`config.mk`:
```
export PLATFORM = sky130hd
export DESIGN_NAME = structure1_fc2_bias_add
export DESIGN_NICKNAME = d
export VERILOG_FILES = /design/src/rtl/structure1_pkg.sv /design/src/rtl/structure1_requant_sat.sv /design/src/rtl/structure1_fc2_bias_add.sv
export SDC_FILE = /design/constraint.sdc
export NUM_CORES = 1
export LEC_CHECK = 0
export ABC_AREA = 0
export BUFFER_PORTS_ARGS = -buffer_cell sky130_fd_sc_hd__buf_2
export CAP_MARGIN = 10
export CORE_ASPECT_RATIO = 1.5
export CORE_MARGIN = 4
export CORE_UTILIZATION = 35
export CTS_BUF_LIST = sky130_fd_sc_hd__clkbuf_8
export CTS_CLUSTER_DIAMETER = 40
export DETAILED_ROUTE_END_ITERATION = 7
export GPL_TIMING_DRIVEN = 0
export PLACE_DENSITY_LB_ADDON = 0.3
export SYNTH_ARGS = -nofsm -noshare
export SYNTH_HDL_FRONTEND = slang
export SYNTH_HIERARCHICAL = 1
export SYNTH_SLANG_ARGS = --single-unit
```
`constraint.sdc`:
```
create_clock -name clk -period 6.4 [get_ports clk]
set_clock_uncertainty 0.2 [all_clocks]
set_input_delay 0.64 -clock clk [delete_from_list [all_inputs] [get_ports clk]]
set_output_delay 0.64 -clock clk [all_outputs]
set_load 0.01 [all_outputs]
```
`src/rtl/structure1_pkg.sv`:
```
// structure1 shared types and constants.
// Used by the FC2 output stage and the MAC array.
package structure1_pkg;

  typedef enum logic [2:0] {
    ST_IDLE,
    ST_FETCH,
    ST_ADD,
    ST_SAT,
    ST_DONE
  } fc2_state_e;

  localparam logic signed [7:0] INT8_MAX = 8'sh7f;
  localparam logic signed [7:0] INT8_MIN = 8'sh80;

  localparam int FC2_NUM_OUT    = 10;
  localparam int FC2_ACC_W      = 24;
  localparam int FC2_BIAS_SHIFT = 4;
  localparam int FC2_OUT_SHIFT  = 8;

endpackage

```
`src/rtl/structure1_requant_sat.sv`:
```
// Round half-up, arithmetic shift right, clamp to int8.
// Purely combinational; shared by the requant stages.
module structure1_requant_sat
  import structure1_pkg::*;
#(
  parameter int IN_W      = 25,
  parameter int OUT_SHIFT = 8
) (
  input  logic signed [IN_W-1:0] sum_i,
  output logic signed [7:0]      q_o
);

  localparam int RW = IN_W + 1;

  localparam logic signed [RW-1:0] HALF =
    RW'(1) << (OUT_SHIFT - 1);
  localparam logic signed [RW-1:0] HI = RW'(INT8_MAX);
  localparam logic signed [RW-1:0] LO = RW'(INT8_MIN);

  logic signed [RW-1:0] rnd;
  logic signed [RW-1:0] shr;

  // One guard bit keeps the rounding add from wrapping.
  always_comb begin
    rnd = RW'(sum_i) + HALF;
    shr = rnd >>> OUT_SHIFT;
    if (shr > HI) begin
      q_o = INT8_MAX;
    end else if (shr < LO) begin
      q_o = INT8_MIN;
    end else begin
      q_o = shr[7:0];
    end
  end

endmodule

```
`src/rtl/structure1_fc2_bias_add.sv`:
```
// FC2 output stage: bias add, requant to int8,
// running argmax and per-frame class report.
module structure1_fc2_bias_add
  import structure1_pkg::*;
#(
  parameter int NUM_OUT    = FC2_NUM_OUT,
  parameter int ACC_W      = FC2_ACC_W,
  parameter int BIAS_SHIFT = FC2_BIAS_SHIFT,
  parameter int OUT_SHIFT  = FC2_OUT_SHIFT
) (
  input  logic                    clk,
  input  logic                    rst_n,
  input  logic                    acc_valid_i,
  input  logic signed [ACC_W-1:0] acc_data_i,
  output logic                    acc_ready_o,
  output logic                    bias_en_o,
  input  logic signed [7:0]       bias_data_i,
  output logic                    out_valid_o,
  output logic signed [7:0]       out_data_o,
  output logic [3:0]              out_idx_o,
  output logic                    done_o,
  output logic [3:0]              class_idx_o
);

  localparam int SW = ACC_W + 1;
  localparam logic [3:0] LAST = 4'(NUM_OUT - 1);

  fc2_state_e state_q, state_d;

  logic signed [ACC_W-1:0] acc_q;
  logic signed [SW-1:0]    sum_c;
  logic signed [7:0]       q_c;
  logic [3:0]              cnt_q;
  logic signed [7:0]       best_val_q;
  logic [3:0]              best_idx_q;
  logic signed [7:0]       out_data_q;
  logic [3:0]              out_idx_q;
  logic                    out_valid_q;
  logic                    done_q;
  logic [3:0]              class_idx_q;
  logic                    upd_best;

  always_ff @(posedge clk or negedge rst_n) begin
    if (!rst_n) begin
      state_q <= ST_IDLE;
    end else begin
      state_q <= state_d;
    end
  end

  always_comb begin
    state_d = state_q;
    unique case (state_q)
      ST_IDLE:  if (acc_valid_i) state_d = ST_FETCH;
      ST_FETCH: state_d = ST_ADD;
      ST_ADD:   state_d = ST_SAT;
      ST_SAT:   state_d = (cnt_q == LAST) ? ST_DONE
                                          : ST_IDLE;
      ST_DONE:  state_d = ST_IDLE;
      default:  state_d = ST_IDLE;
    endcase
  end

  assign acc_ready_o = (state_q == ST_IDLE);
  assign bias_en_o   = (state_q == ST_FETCH);

  // Bias arrives the cycle after the FETCH pulse.
  assign sum_c = SW'(acc_q)
               + (SW'(bias_data_i) <<< BIAS_SHIFT);

  structure1_requant_sat #(
    .IN_W      (SW),
    .OUT_SHIFT (OUT_SHIFT)
  ) u_requant (
    .sum_i (sum_c),
    .q_o   (q_c)
  );

  // Neuron 0 seeds the argmax; later ties keep the lower index.
  assign upd_best = (cnt_q == 4'd0)
                 || (out_data_q > best_val_q);

  always_ff @(posedge clk or negedge rst_n) begin
    if (!rst_n) begin
      acc_q       <= '0;
      cnt_q       <= '0;
      best_val_q  <= INT8_MIN;
      best_idx_q  <= '0;
      out_data_q  <= '0;
      out_idx_q   <= '0;
      out_valid_q <= 1'b0;
      done_q      <= 1'b0;
      class_idx_q <= '0;
    end else begin
      out_valid_q <= 1'b0;
      done_q      <= 1'b0;
      unique case (state_q)
        ST_IDLE: begin
          if (acc_valid_i) acc_q <= acc_data_i;
        end
        ST_ADD: begin
          out_data_q  <= q_c;
          out_idx_q   <= cnt_q;
          out_valid_q <= 1'b1;
        end
        ST_SAT: begin
          if (upd_best) begin
            best_val_q <= out_data_q;
            best_idx_q <= cnt_q;
          end
          if (cnt_q == LAST) begin
            done_q      <= 1'b1;
            class_idx_q <= upd_best ? cnt_q : best_idx_q;
          end else begin
            cnt_q <= cnt_q + 4'd1;
          end
        end
        ST_DONE: begin
          cnt_q <= '0;
        end
        default: ;
      endcase
    end
  end

  assign out_valid_o = out_valid_q;
  assign out_data_o  = out_data_q;
  assign out_idx_o   = out_idx_q;
  assign done_o      = done_q;
  assign class_idx_o = class_idx_q;

endmodule

```
# Yosys cells after proc, flatten, opt, wreduce, memory -nomap -nowiden
# Index checks and enable logic that the tools add are counted.
# totals
mem_count,0
inputBits,35
latch_bits,0
regBits,61
mem_bits_ro,0
mem_bits_rw,0
out_inout_bits,20
word_cells,42
# classes
order_cmp,3
reduce_logical,8
mul,0
n_eq_ne,7
shift,0
n_div,0
n_mux,11
n_addsub,3
bitwise_logic,0
# op_table
op,n
adder 25 x 9 -> 26 bit (second input constant),1
adder 24 x 12 -> 25 bit,1
> comparator 18 x 8 -> 1 bit (second input constant),1
less-than comparator 18 x 8 -> 1 bit (second input constant),1
2-to-1 mux 8 bit,2
one-hot mux 3 bit (4 select lines),1
> comparator 8 bit,1
2-to-1 mux 4 bit,2
one-hot mux 4 bit (2 select lines),1
AND reduction 2 bit,4
equality test 3 x 2 -> 1 bit (second input constant),2
2-to-1 mux 3 bit,2
adder 4 x 1 -> 4 bit (second input constant),1
equality test 4 bit (second input constant),1
logical NOT 4 bit,1
!= test 2 bit (second input constant),2
equality test 3 x 1 -> 1 bit (second input constant),1
equality test 3 bit (second input constant),1
logical NOT 3 bit,1
2-to-1 mux 1 bit,3
nonzero test 2 bit,1
logical OR 1 bit,1

# Logic depth before layout (Yosys ltp)
# logic_depth
depth_word,5
mapped_depth,17
depth_no_buf,16

# Modules after synthesis
# Netlist, hierarchy kept.
# modules_own_cells
module,instances,area_per_inst_um2,cells_each,seq_area_each_um2
structure1_fc2_bias_add,1,3941.3,391,1527.7
structure1_requant_sat,1,571.8,85,0.0

# Worst setup path before layout
# Ideal clock, no wire load.
# synth_timing
kind,input to register
start,input bias_data_i[0]
end,register out_data_q[6] (netlist: out_data_o[6])
path_buffers,0
arrival_ps,4183
path_stages,15
setup_ps,128
setup_slack_ps,1890
required_time_ps,6072
path_cell_list,ha_1 > fa_1 > a21o_1 > a221oi_2 > o211ai_1 > nand4_1 > o21ai_1 > xor2_1 > nand4_1 > or4_1 > o21ai_1 > nand4_1 > o31ai_2 > o21ai_0 > mux2_1
# synth_via
elab_chain_len,5
word_cells_on_any_way,6
cone_classes,add/sub (2); order compare (2); mux (2)
# synth_lines
item,line,rtl
from (decl),structure1_fc2_bias_add.sv:17,"input logic signed [7:0] bias_data_i,"
adder 24 x 12 -> 25 bit *,structure1_fc2_bias_add.sv:69,+ (SW'(bias_data_i) <<< BIAS_SHIFT);
net sum_c[18],structure1_fc2_bias_add.sv:31,logic signed [SW-1:0] sum_c;
adder 25 x 9 -> 26 bit *,structure1_requant_sat.sv:25,rnd = RW'(sum_i) + HALF;
less-than comparator 18 x 8 -> 1 bit,structure1_requant_sat.sv:29,end else if (shr < LO) begin
2-to-1 mux 8 bit,structure1_requant_sat.sv:29,
2-to-1 mux 8 bit *,structure1_requant_sat.sv:27,if (shr > HI) begin
net q_c[6],structure1_fc2_bias_add.sv:32,logic signed [7:0] q_c;
to (signal assigned),structure1_fc2_bias_add.sv:102,out_data_q <= q_c;
to (decl),structure1_fc2_bias_add.sv:36,logic signed [7:0] out_data_q;
# Mark *: on every way through the listed nets, which the timed path passes. The rest lies on a longest branch.
# A chain may end at the register's enable or synchronous reset.

# Worst setup path in the final report
# layout_timing
start,input bias_data_i[0]
end,register out_data_q[4] (netlist: out_data_o[4])
# The elaborated chain is that of the path after synthesis.

==> results.txt <==
----------------------------------------------------
[Finish]
  Number of antenna diodes ... 0
  Post-route cell area ... 5032 um2
  Final net count ... 597
  Most frequent cells in the layout ... sky130_fd_sc_hd__buf_2 (58), sky130_fd_sc_hd__dfrtp_1 (56), sky130_fd_sc_hd__nor2_1 (33)
  Signed area change from the synthesized netlist to the final layout ... 15.44%
  Most common cell after layout, fill and taps aside ... sky130_fd_sc_hd__buf_2
  Utilization of the core after routing ... 41.67%
  Share of layout cells above drive strength 1 ... 19.85%

[Timing]
  Final hold viol count ... 0
  Final hold slack ... 119.4 ps
  Setup violation total in the final timing report ... 0
  Actual slew at the worst max-slew pin ... 692.5 ps
  Pins Over Slew Limit ... 0
  RSZ-0062 raised after global routing ... false
  Setup tns final ... 0 ps
  Period utilisation layout ... 75.16%
  Relative slew margins ... 53.44%
  Final min period ... 4810 ps
  Highest clock rate ... 207.9 MHz

[Power]
  Internal power ... 1.576 mW
  Maximum VDD drop ... 0.2505 mV
  Clk network pwr share ... 12.1%
  Combinational power share ... 66.5%
  Switching power ... 1.529 mW
  Switching share of power ... 49.24%
  Leakage power of the design ... 2.224 nW
  Sequential Power Share ... 21.4%
  P per Cell Area ... 617.1 nW/um2
  Sum of internal, switching and leakage power ... 3.106 mW

[Global routing]
  First-pass GRT wire length ... 18.17 mm
  Initial antenna violation count ... 0
  Overall fraction of global-route tracks in use ... 15.60%
  Total congestion overflow after global routing ... 0
  Number of global-route vias before repair ... 3931
  Pin count of the biggest net entering global routing ... 32

[CTS]
  Clock tree from TritonCTS ... done
  Number of gates given a new drive strength after cts ... 0
  Setup bufs post-CTS ... 0
  Clk_lat worst skew ... 350 ps
  H-Tree Level Count ... 3
  CTS sink cnt ... 57
  Clock slew seen by the registers of the worst setup and hold paths ... 70 ps
  Maximum clock path buffer count ... 2
  CTS Hold Buffers Added ... 0
  Root buffer selected by CTS ... sky130_fd_sc_hd__clkbuf_8
  Number of buffers created by CTS ... 9

[Place]
  I/O Buffers ... 50
  RD Place Congestion ... 0.8707
  Placed instance area ... 4821 um2
  Detailed placement HPWL ... 8.409 mm

[Worst setup path]
  CP max FO ... 6
  Startpoint Class ... input pin
  Worst setup path class ... in2reg
  Arrival time worst endpoint ... 4840 ps
  Source of the worst register-to-register timing path ... acc_q[4]
  Endpoint type of the worst setup path ... register
  Depth of the worst register-to-register path ... 15
  CP startpoint ... bias_data_i[0]
  Required time at the endpoint of the critical path ... 6430 ps

[Route]
  Number of iterations in the first detailed-routing pass ... 4
  Number of vias per cell ... 5.626
  Via count ... 3865
  # DRC ... 0
  Routed wire length ... 10.98 mm
  Residual antenna-violating net count after detailed routing ... 0
  Initial detailed-routing violation count ... 149
  Per-cell routed wire length ... 15.99 um

[Synthesis]
  Syn Area/Cell ... 9.334 um2
  Number of synthesis warnings ... 6
  Syn Nets ... 535
  Synthesized area ... 4359 um2
  Synthesized netlist cell count ... 467

[Floorplan]
  X dimension of the die ... 99.12 um
  IO Pins ... 55
  Starting density of the core ... 36.09%
  Placement row count ... 49
  Total die area ... 14340 um2
  Core region area ... 12080 um2
  Chip height ... 144.7 um

[Hold path]
  Hold Path Class ... in2async

[Flow run]
  Max Cap Viol ... 0

[Status]
  Outcome ... complete, no violations

----------------------------------------------------
==> registers in the layout (all words and copies together), names as in the netlist <==
register / flops
acc_q: 20
best_idx_q: 4
best_val_q: 8
class_idx_o: 4
cnt_q: 4
done_o: 1
out_data_o: 8
out_idx_o: 4
out_valid_o: 1
state_q: 3
==> critical path, cell delays in order <==
cell and delay [ps]:
sky130_fd_sc_hd__buf_2 100, sky130_fd_sc_hd__ha_1 220, sky130_fd_sc_hd__fa_1 360, sky130_fd_sc_hd__a21o_1 190, sky130_fd_sc_hd__a221oi_2 390, sky130_fd_sc_hd__o211ai_1 170
sky130_fd_sc_hd__nand4_1 190, sky130_fd_sc_hd__o21ai_1 100, sky130_fd_sc_hd__xor2_1 350, sky130_fd_sc_hd__nand4_1 300, sky130_fd_sc_hd__or4_1 510, sky130_fd_sc_hd__o21ai_1 210
sky130_fd_sc_hd__nand4_1 200, sky130_fd_sc_hd__o31ai_2 450, sky130_fd_sc_hd__o21ai_1 160, sky130_fd_sc_hd__mux2_1 310
==> metrics by stage <==
stage / setup slack [ps] / std cells
after global routing: 1240 / 687
final: 1590 / 687
after floorplan: 1938 / 467
after detailed placement: 1248 / 671
after CTS: 1584 / 687
after global placement: 1333 / 670
==> path summary, 6_finish.rpt <==
check	end	slack (ps)
setup / recovery	out_data_o[4]	1590
hold / removal	best_val_q[5]	120
setup reg to reg	out_data_o[4]	1600
hold reg to reg	class_idx_o[2]	270
max in group asynchronous	best_val_q[7]	5210
min in group clk	class_idx_o[2]	270
==> power groups by stage <==
| stage | combinational, mW | sequential [mW] | clock [mW] |
|---|---|---|---|
| after CTS | 2.07 | 0.664 | 0.386 |
| after global routing | 2.31 | 0.688 | 0.404 |
| after global placement | 2.00 | 0.662 | 0 |
| after detailed placement | 2.06 | 0.671 | 0 |
| after floorplan | 1.58 | 0.653 | 0 |
| final | 2.07 | 0.663 | 0.376 |
==> area by class of cell <==
class | count | area [um2]
tap | 153 | 191.4
inverter | 24 | 90.09
buffer | 22 | 103.9
timing repair buffer | 51 | 270.3
sequential | 57 | 1428
clock inverter | 7 | 87.58
fill | 1198 | 7046
clock buffer | 9 | 123.9
multi-input combinational | 364 | 2738
==> per-layer routing <==
layer,GRT usage (%),routed length [um],vias up
met2,29.14,5921,88
met1,17.01,4351,1875
met4,7.842,314,0
li1,-,-,1876
met3,2.302,395,26
met5,0,0,-
Note: power is estimated with default switching activity, not from simulation.
